**src/rtl/phase_quantizer.sv**
```systemverilog
// phase_quantizer: forms delay-embedded pairs (x[n], x[n-TAU]) from the accepted sample
// stream, normalises each coordinate against the previous beat's min/max and quantises it
// to 0..L with two parallel restoring dividers. Define PHASE_QUANT_CLIP_CNT_EN to add the
// clip_cnt output, which reports how many emitted coordinates of the previous beat clamped.
module phase_quantizer #(
   parameter int DATA_WIDTH = 16,
   parameter int L          = 6,
   parameter int TAU        = 4
) (
   input  logic                         clk,
   input  logic                         rst,
   input  logic                         en,
   input  logic signed [DATA_WIDTH-1:0] x,
   input  logic                         x_valid,
   input  logic                         qrs_in,
   output logic                         x_ready,
   output logic        [DATA_WIDTH-1:0] vqx,
   output logic        [DATA_WIDTH-1:0] vqy,
   output logic                         q_valid,
   output logic                         qrs,
   output logic                         cv1_flag
`ifdef PHASE_QUANT_CLIP_CNT_EN
   ,
   output logic        [DATA_WIDTH-1:0] clip_cnt
`endif
);

   localparam int LW = $clog2(L + 1);
   localparam int NW = DATA_WIDTH + 1 + LW;
   localparam int IW = $clog2(NW);
   localparam int FW = $clog2(TAU + 1);

   typedef enum logic [1:0] {IDLE, LOAD, DIV, DONE} state_t;

   state_t state_q, state_d;

   logic signed [DATA_WIDTH-1:0] dly_q [TAU];
   logic        [FW-1:0]         fill_q;
   logic signed [DATA_WIDTH-1:0] run_min_q, run_max_q, ref_min_q, ref_max_q;
   logic                         ref_valid_q;
   logic signed [DATA_WIDTH-1:0] sx_q, sy_q, smin_q, smax_q;
   logic                         sqrs_q;
   logic                         xlo_q, xhi_q, ylo_q, yhi_q;
   logic        [NW-1:0]         numx_q, numy_q, remx_q, remy_q;
   logic        [NW-1:0]         numx_d, numy_d, remx_d, remy_d;
   logic        [DATA_WIDTH:0]   den_q;
   logic        [IW-1:0]         it_q;
   logic        [DATA_WIDTH-1:0] vqx_q, vqy_q;
   logic                         qrs_q, cv1_q;
   logic        [1:0]            qcnt_q;

   logic                         accept, emit, lastIter;
   logic signed [DATA_WIDTH:0]   diffX, diffY;
   logic        [DATA_WIDTH:0]   denom;
   logic                         xloD, xhiD, yloD, yhiD;
   logic        [NW-1:0]         numXld, numYld;
   logic        [NW:0]           trialX, trialY, denExt;
   logic        [LW-1:0]         qx, qy;

   assign accept   = x_valid && x_ready;
   assign emit     = (ref_valid_q || qrs_in) && (fill_q == FW'(TAU));
   assign lastIter = (it_q == IW'(NW - 1));

   // State register; reset abandons any division in flight
   always_ff @(posedge clk) begin
      if (rst) state_q <= IDLE;
      else     state_q <= state_d;
   end

   // Next state; everything freezes while en is low, absorbed samples stay in IDLE
   always_comb begin
      state_d = state_q;
      if (en) begin
         case (state_q)
            IDLE:    if (accept && emit) state_d = LOAD;
            LOAD:    state_d = DIV;
            DIV:     if (lastIter) state_d = DONE;
            DONE:    state_d = IDLE;
            default: state_d = IDLE;
         endcase
      end
   end

   // Handshake outputs decoded from state
   always_comb begin
      x_ready = 1'b0;
      q_valid = 1'b0;
      if (en && !rst) begin
         x_ready = (state_q == IDLE);
         q_valid = (state_q == DONE);
      end
   end

   // Delay line, beat range trackers and capture of the pair with its reference range
   always_ff @(posedge clk) begin
      if (rst) begin
         for (int i = 0; i < TAU; i++) dly_q[i] <= '0;
         fill_q      <= '0;
         run_min_q   <= '0;
         run_max_q   <= '0;
         ref_min_q   <= '0;
         ref_max_q   <= '0;
         ref_valid_q <= 1'b0;
         sx_q        <= '0;
         sy_q        <= '0;
         smin_q      <= '0;
         smax_q      <= '0;
         sqrs_q      <= 1'b0;
      end else if (accept) begin
         dly_q[0] <= x;
         for (int i = 1; i < TAU; i++) dly_q[i] <= dly_q[i-1];
         if (fill_q != FW'(TAU)) fill_q <= fill_q + FW'(1);
         if (qrs_in) begin
            ref_min_q   <= run_min_q;
            ref_max_q   <= run_max_q;
            run_min_q   <= x;
            run_max_q   <= x;
            ref_valid_q <= 1'b1;
         end else begin
            if (x < run_min_q) run_min_q <= x;
            if (x > run_max_q) run_max_q <= x;
         end
         sx_q   <= x;
         sy_q   <= dly_q[TAU-1];
         smin_q <= qrs_in ? run_min_q : ref_min_q;
         smax_q <= qrs_in ? run_max_q : ref_max_q;
         sqrs_q <= qrs_in;
      end
   end

   // Clamp decisions, scaled numerators, shared denominator and one restoring step per coordinate
   always_comb begin
      diffX  = {sx_q[DATA_WIDTH-1], sx_q} - {smin_q[DATA_WIDTH-1], smin_q};
      diffY  = {sy_q[DATA_WIDTH-1], sy_q} - {smin_q[DATA_WIDTH-1], smin_q};
      denom  = {smax_q[DATA_WIDTH-1], smax_q} - {smin_q[DATA_WIDTH-1], smin_q}
               + (DATA_WIDTH + 1)'(1);
      xloD   = diffX[DATA_WIDTH];
      yloD   = diffY[DATA_WIDTH];
      xhiD   = sx_q > smax_q;
      yhiD   = sy_q > smax_q;
      numXld = NW'(diffX[DATA_WIDTH-1:0]) * NW'(L + 1);
      numYld = NW'(diffY[DATA_WIDTH-1:0]) * NW'(L + 1);
      denExt = (NW + 1)'(den_q);
      trialX = {remx_q, numx_q[NW-1]};
      trialY = {remy_q, numy_q[NW-1]};
      remx_d = remx_q;
      remy_d = remy_q;
      numx_d = numx_q;
      numy_d = numy_q;
      if (trialX >= denExt) begin
         remx_d = NW'(trialX - denExt);
         numx_d = {numx_q[NW-2:0], 1'b1};
      end else begin
         remx_d = trialX[NW-1:0];
         numx_d = {numx_q[NW-2:0], 1'b0};
      end
      if (trialY >= denExt) begin
         remy_d = NW'(trialY - denExt);
         numy_d = {numy_q[NW-2:0], 1'b1};
      end else begin
         remy_d = trialY[NW-1:0];
         numy_d = {numy_q[NW-2:0], 1'b0};
      end
      qx = xlo_q ? '0 : (xhi_q ? LW'(L) : numx_d[LW-1:0]);
      qy = ylo_q ? '0 : (yhi_q ? LW'(L) : numy_d[LW-1:0]);
   end

   // Divider sequencing, output registers and the reference-beat flag
   always_ff @(posedge clk) begin
      if (rst) begin
         xlo_q  <= 1'b0;
         xhi_q  <= 1'b0;
         ylo_q  <= 1'b0;
         yhi_q  <= 1'b0;
         numx_q <= '0;
         numy_q <= '0;
         remx_q <= '0;
         remy_q <= '0;
         den_q  <= '0;
         it_q   <= '0;
         vqx_q  <= '0;
         vqy_q  <= '0;
         qrs_q  <= 1'b0;
         cv1_q  <= 1'b1;
         qcnt_q <= '0;
      end else if (en) begin
         case (state_q)
            LOAD: begin
               xlo_q  <= xloD;
               xhi_q  <= !xloD && xhiD;
               ylo_q  <= yloD;
               yhi_q  <= !yloD && yhiD;
               numx_q <= (xloD || xhiD) ? '0 : numXld;
               numy_q <= (yloD || yhiD) ? '0 : numYld;
               remx_q <= '0;
               remy_q <= '0;
               den_q  <= denom;
               it_q   <= '0;
            end
            DIV: begin
               remx_q <= remx_d;
               remy_q <= remy_d;
               numx_q <= numx_d;
               numy_q <= numy_d;
               it_q   <= it_q + IW'(1);
               if (lastIter) begin
                  vqx_q <= DATA_WIDTH'(qx);
                  vqy_q <= DATA_WIDTH'(qy);
                  qrs_q <= sqrs_q;
               end
            end
            DONE: begin
               if (qrs_q) begin
                  if (qcnt_q != 2'd0) cv1_q <= 1'b0;
                  if (qcnt_q != 2'd3) qcnt_q <= qcnt_q + 2'd1;
               end
            end
            default: ;
         endcase
      end
   end

   assign vqx      = vqx_q;
   assign vqy      = vqy_q;
   assign qrs      = qrs_q;
   assign cv1_flag = cv1_q;

`ifdef PHASE_QUANT_CLIP_CNT_EN
   logic [DATA_WIDTH-1:0] clipAcc_q, clip_q, nclamp;

   assign nclamp   = DATA_WIDTH'(xlo_q || xhi_q) + DATA_WIDTH'(ylo_q || yhi_q);
   assign clip_cnt = clip_q;

   // Per-beat clamp count, published alongside the qrs output that closes the beat
   always_ff @(posedge clk) begin
      if (rst) begin
         clipAcc_q <= '0;
         clip_q    <= '0;
      end else if (en && state_q == DIV && lastIter) begin
         if (sqrs_q) begin
            clip_q    <= clipAcc_q;
            clipAcc_q <= nclamp;
         end else begin
            clipAcc_q <= clipAcc_q + nclamp;
         end
      end
   end
`endif

endmodule

```
**config.mk**
```make
export PLATFORM = sky130hd
export DESIGN_NAME = phase_quantizer
export DESIGN_NICKNAME = d
export VERILOG_FILES = /design/src/rtl/phase_quantizer.sv
export SDC_FILE = /design/constraint.sdc
export NUM_CORES = 1
export LEC_CHECK = 0
export BUFFER_PORTS_ARGS = -buffer_cell sky130_fd_sc_hd__buf_2
export CAP_MARGIN = 20
export CORE_ASPECT_RATIO = 1.2
export CORE_MARGIN = 10
export CORE_UTILIZATION = 58
export DETAILED_ROUTE_END_ITERATION = 8
export PLACE_DENSITY = 0.84
export SYNTH_ARGS = -nofsm -noshare
export SYNTH_HDL_FRONTEND = slang
export SYNTH_SLANG_ARGS = --single-unit
```
**constraint.sdc**
```tcl
create_clock -name clk -period 11.2 [get_ports clk]
set_clock_uncertainty 0.1 [all_clocks]
set_input_delay 0 -clock clk [delete_from_list [all_inputs] [get_ports clk]]
set_output_delay 0 -clock clk [all_outputs]
set_load 0.02 [all_outputs]
```
; ---- Yosys cells after proc, flatten, opt, wreduce, memory -nomap -nowiden
; Memories as Yosys holds them, arrays and structs flattened. A register that Yosys moved wholly into a read port is not among the register bits.
; Cells that the tools add are included.
[word_totals]
register_bits = 203
ram_bits = 64
inputBits = 21
output_inout_bits = 36
wordCells = 117
memories = 1
[classes]
addsub = 9
multipliers = 2
n_lt_le_gt_ge = 6
eq_ne = 9
n_mux = 35
n_bitwise = 4
n_reduce_logical = 27
[memory_table]
columns = memory, depth, word_bits, read_ports, rd_clocked_by_memory_dff, wr, line_no
row1 = dly_q, 4, 16, 4, 1, 4, 37  ; logic signed [DATA_WIDTH-1:0] dly_q [TAU];
[ops]
columns = cell, n
row1 = 16-bit two-way mux, 10
row2 = 20-bit one-hot mux with 2 select lines, 4
row3 = 16-bit by 16-bit subtractor with 17-bit output, 3
row4 = 16-bit > comparator, 3
row5 = 21-bit by 17-bit greater-or-equal comparator with 1-bit output, 2
row6 = 20-bit two-way mux, 2
row7 = 20-bit by 17-bit subtractor with 20-bit output, 2
row8 = 16-bit by 3-bit multiplier with 19-bit output (second input constant), 2
row9 = 19-bit two-way mux, 2
row10 = 17-bit by 1-bit adder with 17-bit output (second input constant), 1
row11 = 16-bit < comparator, 1
row12 = 3-bit two-way mux, 4
row13 = 2-bit AND reduction, 6
row14 = 5-bit one-hot mux with 2 select lines, 1
row15 = 1-bit two-way mux, 9
row16 = 2-bit one-hot mux with 4 select lines, 1
row17 = 4-bit AND reduction, 2
row18 = 2-bit nonzero test, 4
row19 = 1-bit logical AND, 6
row20 = 2-bit inequality test (second input constant), 3
row21 = 3-bit AND reduction, 2
row22 = 5-bit by 1-bit adder with 5-bit output (second input constant), 1
row23 = 5-bit == test (second input constant), 1
row24 = 2-bit == test (second input constant), 2
row25 = 10 further kinds, 18

; ---- Depth between registers and ports, before layout
; Gate-level depths: netlist (run 1).
[depth]
ltp_word = 8
ltp_mapped = 23
mapped_depth_nobuf = 23

; ---- Worst setup path before layout (run 1)
; OpenSTA, ideal clock, no wires.
[synth_path]
path_type = reg2reg
from = register smin_q[1]
to = register numx_q[18]
setup_ns = 0.142
t_arrival_ns = 4.292
t_required_ns = 10.958
slack_ns = 6.666
stages_incl_launch_ff = 22
path_buffers = 0
period_less_slack_ns = 4.534
path_cell_list = dfxtp_1 -> inv_1 -> ha_1 -> nor2b_1 -> o21ai_0 -> a21oi_1 -> o41ai_1 -> nor2b_1 -> a21oi_1 -> xnor2_1 -> xor2_1 -> ha_1 -> a21o_1 -> ha_1 -> or2_2 -> o221ai_1 -> o21ai_0 -> o21ai_0 -> nand2b_1 -> a21o_1 -> a2111oi_0 -> a2111oi_1
[synth_via]
elab_chain_len = 4
elab_cells_between_ends = 5
cone_classes = add/sub: 1 / mul: 1 / mux: 2 / reduce/logical: 1
[synth_lines]
columns = element, line_no
row1 = start: declaration, 41  ; logic signed [DATA_WIDTH-1:0] sx_q, sy_q, smin_q, smax_q;
row2 = start signal: assignment, 125  ; smin_q <= qrs_in ? run_min_q : ref_min_q;
row3 = 16-bit by 16-bit subtractor with 17-bit output *, 133  ; diffX = {sx_q[DATA_WIDTH-1], sx_q} - {smin_q[DATA_WIDTH-1], smin_q};
row4 = 16-bit by 3-bit multiplier with 19-bit output / 1-bit logical OR (equally long branches), "141, 193"
row5 = 19-bit two-way mux *, 193  ; numx_q <= (xloD || xhiD) ? '0 : numXld;
row6 = 20-bit one-hot mux with 2 select lines *, 187  ; case (state_q)
row7 = end signal: assignment, 193
row8 = end signal: assignment, 203  ; numx_q <= numx_d;
row9 = end: declaration, 44  ; logic [NW-1:0] numx_q, numy_q, remx_q, remy_q;
; Every way passes the cells marked *; elsewhere a longest branch is shown, timed or not.
; A chain may end at the register's enable or synchronous reset.

; ---- Worst setup path in the final report (run 1)
; Same ends and word-level chain as after synthesis.

==> results.py, run 1 <==
metrics = {
    "outcome": {
        "status": "finished, final reports clean",
    },
    "setup_path": {
        "cp_max_fo": 5,
        "worstSetupPathType": "register to register",
        "worstSetupStartpointType": "register",
        "worst_path_dominant_cell_family": "compound AO/OA/AOI/OAI gates",
        "crit_slowest_cell": "o41ai_1",
        "cp_num_buf_inv": 1,
        "worstPathCellList": "inv_1 -> ha_1 -> nor2b_1 -> o21ai_0 -> a21oi_1 -> o41ai_1 -> nor2b_1 -> a21oi_1 -> xnor2_1 -> xor2_1 -> ha_1 -> a21o_1 -> ha_1 -> or2_2 -> o221ai_1 -> o21ai_0 -> o21ai_0 -> nand2b_1 -> a21o_1 -> a2111oi_0 -> a2111oi_1",
        "critPathCaptureType": "register",
        "crit_required_ps": 11500,
        "cp.arrival_ps": 5520,
        "critPathMaxStageDelay_ps": 560,
    },
    "synthesis": {
        "ys.flop_type": "dfxtp_1",
        "ys_seq_area_share_pct": 34.2,
        "syn_inst": 2152,
        "synth_edf_count": 64,
        "synth_cell_type_count": 71,
        "yosysWarnings": 0,
        "netlist_area_um2": 18400,
        "ys_ff_latch": 283,
        "syn_avg_cell_area_um2": 8.56,
        "synthArstFlopShare_pct": 0,
    },
    "die": {
        "dieArea_um2": 39300,
        "die_h_um": 215,
        "die_x_um": 183,
        "start_util_pct": 58.8,
        "num_rows": 71,
        "boundaryPins": 57,
        "core_area_um2": 31400,
    },
    "clock_network": {
        "clk_latency_ps": 570,
        "numCtsBuffers": 29,
        "clk_pin_slew_ps": 70,
        "root_buffer": "clkbuf_16",
        "cts_max_path_buffers": 3,
        "htreeDepth": 1,
        "cts_setup_buffers": 0,
        "cts_tree": "done",
        "clkSinkCount": 283,
    },
    "cells_and_area": {
        "instances_no_fill": 2581,
        "fillers": 2580,
        "multi_input_area_um2": 11100,
        "n_antenna_cell": 0,
        "syn2layout_area_growth_pct": 8.13,
        "final_core_util_pct": 63.5,
        "final_cell_mix": "nand2_1, ha_1, dfxtp_1",
        "drive_gt1_share_pct": 5.60,
        "final_common_cell": "nand2_1",
        "seqCellArea_um2": 6310,
        "final_nets": 2419,
    },
    "global_route": {
        "grt_use_total_pct": 22.3,
        "antenna_found_initial": 0,
        "grt_max_degree": 88,
        "grt_pass1_wl_um": 74100,
        "grt-ovfl-total": 0,
        "grt_pass1_vias": 15100,
    },
    "routing": {
        "drt-initial-drc-count": 941,
        "viasPerCell": 5.99,
        "drc_errors": 0,
        "firstDrtPassIters": 5,
        "drt_wl_total_um": 45500,
        "wire_per_inst_um": 17.6,
        "num_vias": 15500,
        "ant_nets": 0,
    },
    "place": {
        "port_buffers": 30,
        "dp.cells": 2504,
        "dpl.hpwl_um": 33500,
        "pre_cts_ws_ps": 6030,
        "gp_congestion": 0.961,
    },
    "power": {
        "finalPower_uw": 3010,
        "powerDensity_nw_per_um2": 151,
        "p_leak_uw": 0.00860,
        "peakVddDrop_mv": 0.128,
    },
    "timing": {
        "tightest_slew_ps": 1120,
        "relSlewSlack_pct": 25.1,
        "period_needed_ps": 5220,
        "setup_viol": 0,
        "max_freq_mhz": 192,
        "setup_ws_ps": 5980,
        "slew_viol_final": 0,
        "fin_tns_setup_ps": 0,
        "rsz0062_at_grt": "no",
        "hold_viol": 0,
        "post-route-period-util_pct": 46.6,
    },
    "flow_run": {
        "drv_cap": 0,
    },
    "worst_hold_path": {
        "hp-class": "primary input to register",
    },
}
## registers in the layout, indices dropped and copies added (netlist names), 17 cells and up
register and flops:
den_q 17, dly_q 64, numx_q 20, numy_q 20, remx_q 20, remy_q 20
## layout make-up
cell class,count,share of cell area [%]
clock buffers,35,3.86
clock inverters,19,0.948
inverters,145,2.73
multi-input cells,1632,55.8
flip-flops and latches,283,31.6
well taps,401,2.52
repair buffers,66,2.46
## per-stage QoR
step | hold WS, ps | area, um^2
after detailed placement | 192 | 18700
after CTS | 65.7 | 19900
after global routing | 100 | 19900
final | 85.9 | 19900
after global placement | 170 | 18700
after floorplan | 39.3 | 18500
## logic make-up (layout without fill, tap and decap cells)
family | Yosys count | in the layout | share of synthesized area, %
adders and majority gates | 241 | 241 | 17.0
xor gates and xnor gates | 109 | 109 | 5.18
other | 1 | 26 | 0.0203
muxes | 31 | 31 | 1.69
AOI/OAI and AO/OA | 524 | 524 | 18.0
DFF | 283 | 283 | 34.2
buffers and inverters | 262 | 265 | 5.97
and+or+nand+nor | 701 | 701 | 18.0
## what timing repair did
action | 4_1_cts | 5_1_grt
hold buffers | 22 | 0
resized for setup | 0 | 0
hold endpoints to repair | 102 | 0
## layer usage
layer | global-route usage (%) | share of wire, % | up-vias
met1 | 27.4 | 42 | 7295
met5 | 0 | 0 | -
li1 | - | - | 7586
met3 | 2.69 | 5.5 | 105
met2 | 37.9 | 48 | 468
met4 | 10.5 | 4.4 | 0
## report_power, final
part           switching, uW  leakage, uW  total, uW  internal, uW
logic                    537      0.00570        941           403
clock network            420     0.000464        980           560
registers               16.1      0.00244       1090          1070
## worst paths after layout
kind                             startpoint           end  slack, ps  depth (start not counted)
worst min-delay path                x_valid  dly_q[3][13]         90                          3
worst min register to register  dly_q[3][6]       sy_q[6]        340                          2
worst max-delay path              smin_q[1]    numx_q[18]       5980                         21
worst max register to register    smin_q[1]    numx_q[18]       5980                         21
## Yosys cell counts (15+ instances only)
library cell  number  area [um^2]
inv_1            145          544
edfxtp_1          64         1920
o41ai_1           18          158
xor2_1            49          429
a21o_1            71          533
fa_1              15          300
a211oi_1          20          150
o21ai_0          107          536
dfxtp_1          219         4380
a21oi_1          158          791
nor2_1           144          541
and3_1            75          469
clkbuf_1          78          293
mux2i_1           30          300
nor2b_1           24          150
xnor2_1           60          526
or3_1             16          100
nand4_1           20          125
nor3_1            49          245
buf_4             29          218
nand2_1          256          961
ha_1             226         2830
a31oi_1           38          238
or2_2             15         93.8
o21a_1            23          173
nand3_1           55          275
## worst reg2reg max path, stage by stage, from the launching register on
cell and delay, ps:
dfxtp_1 460, inv_1 110, ha_1 290, nor2b_1 130
o21ai_0 240, a21oi_1 130, o41ai_1 560, nor2b_1 100
a21oi_1 200, xnor2_1 280, xor2_1 130, ha_1 210
a21o_1 160, ha_1 210, or2_2 300, o221ai_1 300
o21ai_0 190, o21ai_0 180, nand2b_1 100, a21o_1 180
a2111oi_0 390, a2111oi_1 110
(Power assumes the default switching activity.)
==> inputs of run 2 (changes only) <==
- clock period: 11.2 -> 4.95 ns (I/O delays scaled with it)
==> results.py, run 2 (same netlist as run 1, synthesis figures left out) <==
metrics = {
    "outcome": {
        "status": "finished, final reports clean",
    },
    "worst_hold_path": {
        "min_to": "run_max_q[4]",
        "hp-start": "x[4]",
        "hp-class": "primary input to register",
        "holdPathStages": 4,
    },
    "power": {
        "peakVddDrop_mv": 0.283,
        "powerDensity_nw_per_um2": 344,
        "finalPower_uw": 6930,
        "p_leak_uw": 0.00876,
    },
    "cells_and_area": {
        "final_cell_mix": "nand2_1, ha_1, dfxtp_1",
        "syn2layout_area_growth_pct": 9.39,
        "instances_no_fill": 2595,
        "final_common_cell": "nand2_1",
        "final_area_um2": 20200,
        "seqCellArea_um2": 6310,
        "drive_gt1_share_pct": 6.93,
        "regMostFlops": "dly_q",
        "final_nets": 2433,
        "fillers": 2550,
        "largest_reg_flops": 64,
        "n_antenna_cell": 0,
        "multi_input_area_um2": 11200,
    },
    "setup_path": {
        "crit_slowest_cell": "ha_1",
        "worstSetupStartpointType": "register",
        "worstReg2RegStart": "smin_q[4]",
        "r2r_end": "numx_q[18]",
        "critPathCaptureType": "register",
        "crit_required_ps": 5260,
        "worstSetupPathType": "register to register",
        "cp_num_buf_inv": 2,
        "r2r_cells": 19,
        "ff2ff_setup_slack_ps": 320,
        "worst_path_dominant_cell_family": "compound AO/OA/AOI/OAI gates",
        "critPathMaxStageDelay_ps": 390,
        "cp.arrival_ps": 4950,
        "cp_max_fo": 5,
        "worstPathCellList": "inv_1 -> ha_1 -> o21ai_0 -> a21oi_1 -> o41ai_2 -> buf_4 -> or2_2 -> nand3b_1 -> xor2_1 -> ha_1 -> ha_1 -> or2_2 -> o221ai_2 -> o21ai_0 -> o21ai_0 -> nand2b_1 -> a21o_1 -> a2111oi_2 -> a2111oi_1",
    },
    "global_route": {
        "grt-ovfl-total": 0,
        "grt_use_total_pct": 21.8,
        "grt_max_degree": 86,
        "antenna_found_initial": 0,
        "grt_pass1_vias": 14600,
        "grt_pass1_wl_um": 72400,
    },
    "timing": {
        "tightest_slew_ps": 1090,
        "max_freq_mhz": 216,
        "setup_ws_ps": 316,
        "relSlewSlack_pct": 27.6,
        "setup_viol": 0,
        "slew_viol_final": 0,
        "period_needed_ps": 4630,
        "holdWs_ps": 184,
        "hold_viol": 0,
        "post-route-period-util_pct": 93.6,
    },
    "clock_network": {
        "root_buffer": "clkbuf_16",
        "cts_max_path_buffers": 3,
        "clk_pin_slew_ps": 60,
        "clkSinkCount": 283,
        "numCtsBuffers": 29,
        "htreeDepth": 1,
        "cts_tree": "done",
        "clk_latency_ps": 570,
    },
    "place": {
        "port_buffers": 30,
        "postPlaceCellArea_um2": 18800,
        "pre_cts_ws_ps": 86.5,
        "dp.cells": 2513,
        "gp_congestion": 1.02,
        "dpl.hpwl_um": 33100,
    },
    "routing": {
        "viasPerCell": 5.97,
        "firstDrtPassIters": 5,
        "drc_errors": 0,
        "wire_per_inst_um": 17.4,
        "num_vias": 15500,
        "drt_wl_total_um": 45100,
        "drt-initial-drc-count": 1111,
        "ant_nets": 0,
    },
    "die": {
        "core_area_um2": 31400,
        "boundaryPins": 57,
        "die_h_um": 215,
        "num_rows": 71,
        "die_x_um": 183,
        "dieArea_um2": 39300,
        "start_util_pct": 58.8,
    },
    "flow_run": {
        "drv_cap": 0,
    },
}
==> run 2: how the worst max path moves through the flow <==
stage          startpoint          to  slack (ps)  cells after the start
4_1_cts         smin_q[1]  numx_q[18]          50                     22
3_3_place_gp      sy_q[0]  numy_q[18]         280                     21
2_1_floorplan   smin_q[1]  numx_q[18]         420                     21
6_report        smin_q[4]  numx_q[18]         320                     19
5_1_grt           sx_q[0]  numx_q[18]         -90                     22
3_5_place_dp    smin_q[1]  numx_q[18]          90                     22
==> run 2: power by group <==
part	total [uW]	leakage [uW]	switching [uW]	internal (uW)
clock network	2250	0.000480	970	1280
logic	2210	0.00584	1250	964
registers	2460	0.00244	35.2	2420
==> run 2: area by class of cell <==
| type | count | area share, % |
|---|---|---|
| clock buffers | 33 | 3.82 |
| clock inverters | 21 | 1.03 |
| inverters | 145 | 2.70 |
| multi-input cells | 1632 | 55.8 |
| flip-flops and latches | 283 | 31.3 |
| well taps | 401 | 2.49 |
| repair buffers | 80 | 2.90 |
==> run 2: layer usage <==
| layer | up-vias | GRT usage, % | share of wire, % |
|---|---|---|---|
| met1 | 7295 | 27.1 | 43 |
| li1 | 7619 | - | - |
| met2 | 461 | 37.3 | 48 |
| met4 | 0 | 9.10 | 4.1 |
| met3 | 121 | 2.57 | 5.2 |
| met5 | - | 0 | 0 |
==> run 2: worst reg2reg max path, stage by stage (launching register included) <==
cell and delay [ps]:
dfxtp_1 330, inv_1 100, ha_1 390, o21ai_0 130, a21oi_1 230, o41ai_2 90
buf_4 150, or2_2 300, nand3b_1 100, xor2_1 390, ha_1 320, ha_1 250
or2_2 310, o221ai_2 190, o21ai_0 160, o21ai_0 170, nand2b_1 110, a21o_1 200
a2111oi_2 350, a2111oi_1 110
==> run 2: timing repair <==
action / in CTS / in global routing
endpoints found under the hold margin: 114 / 0
resized for setup: 0 / 22
buffers inserted: 0 / 5
hold buffers: 23 / 0
setup endpoints to repair: 0 / 6
==> run 2: metrics by stage <==
step	TNS (ps)	util [%]
3_5_place_dp	0	59.9
6_report	0	64.3
2_1_floorplan	0	-
4_1_cts	0	63.8
3_3_place_gp	0	59.9
5_1_grt	-110	64.3
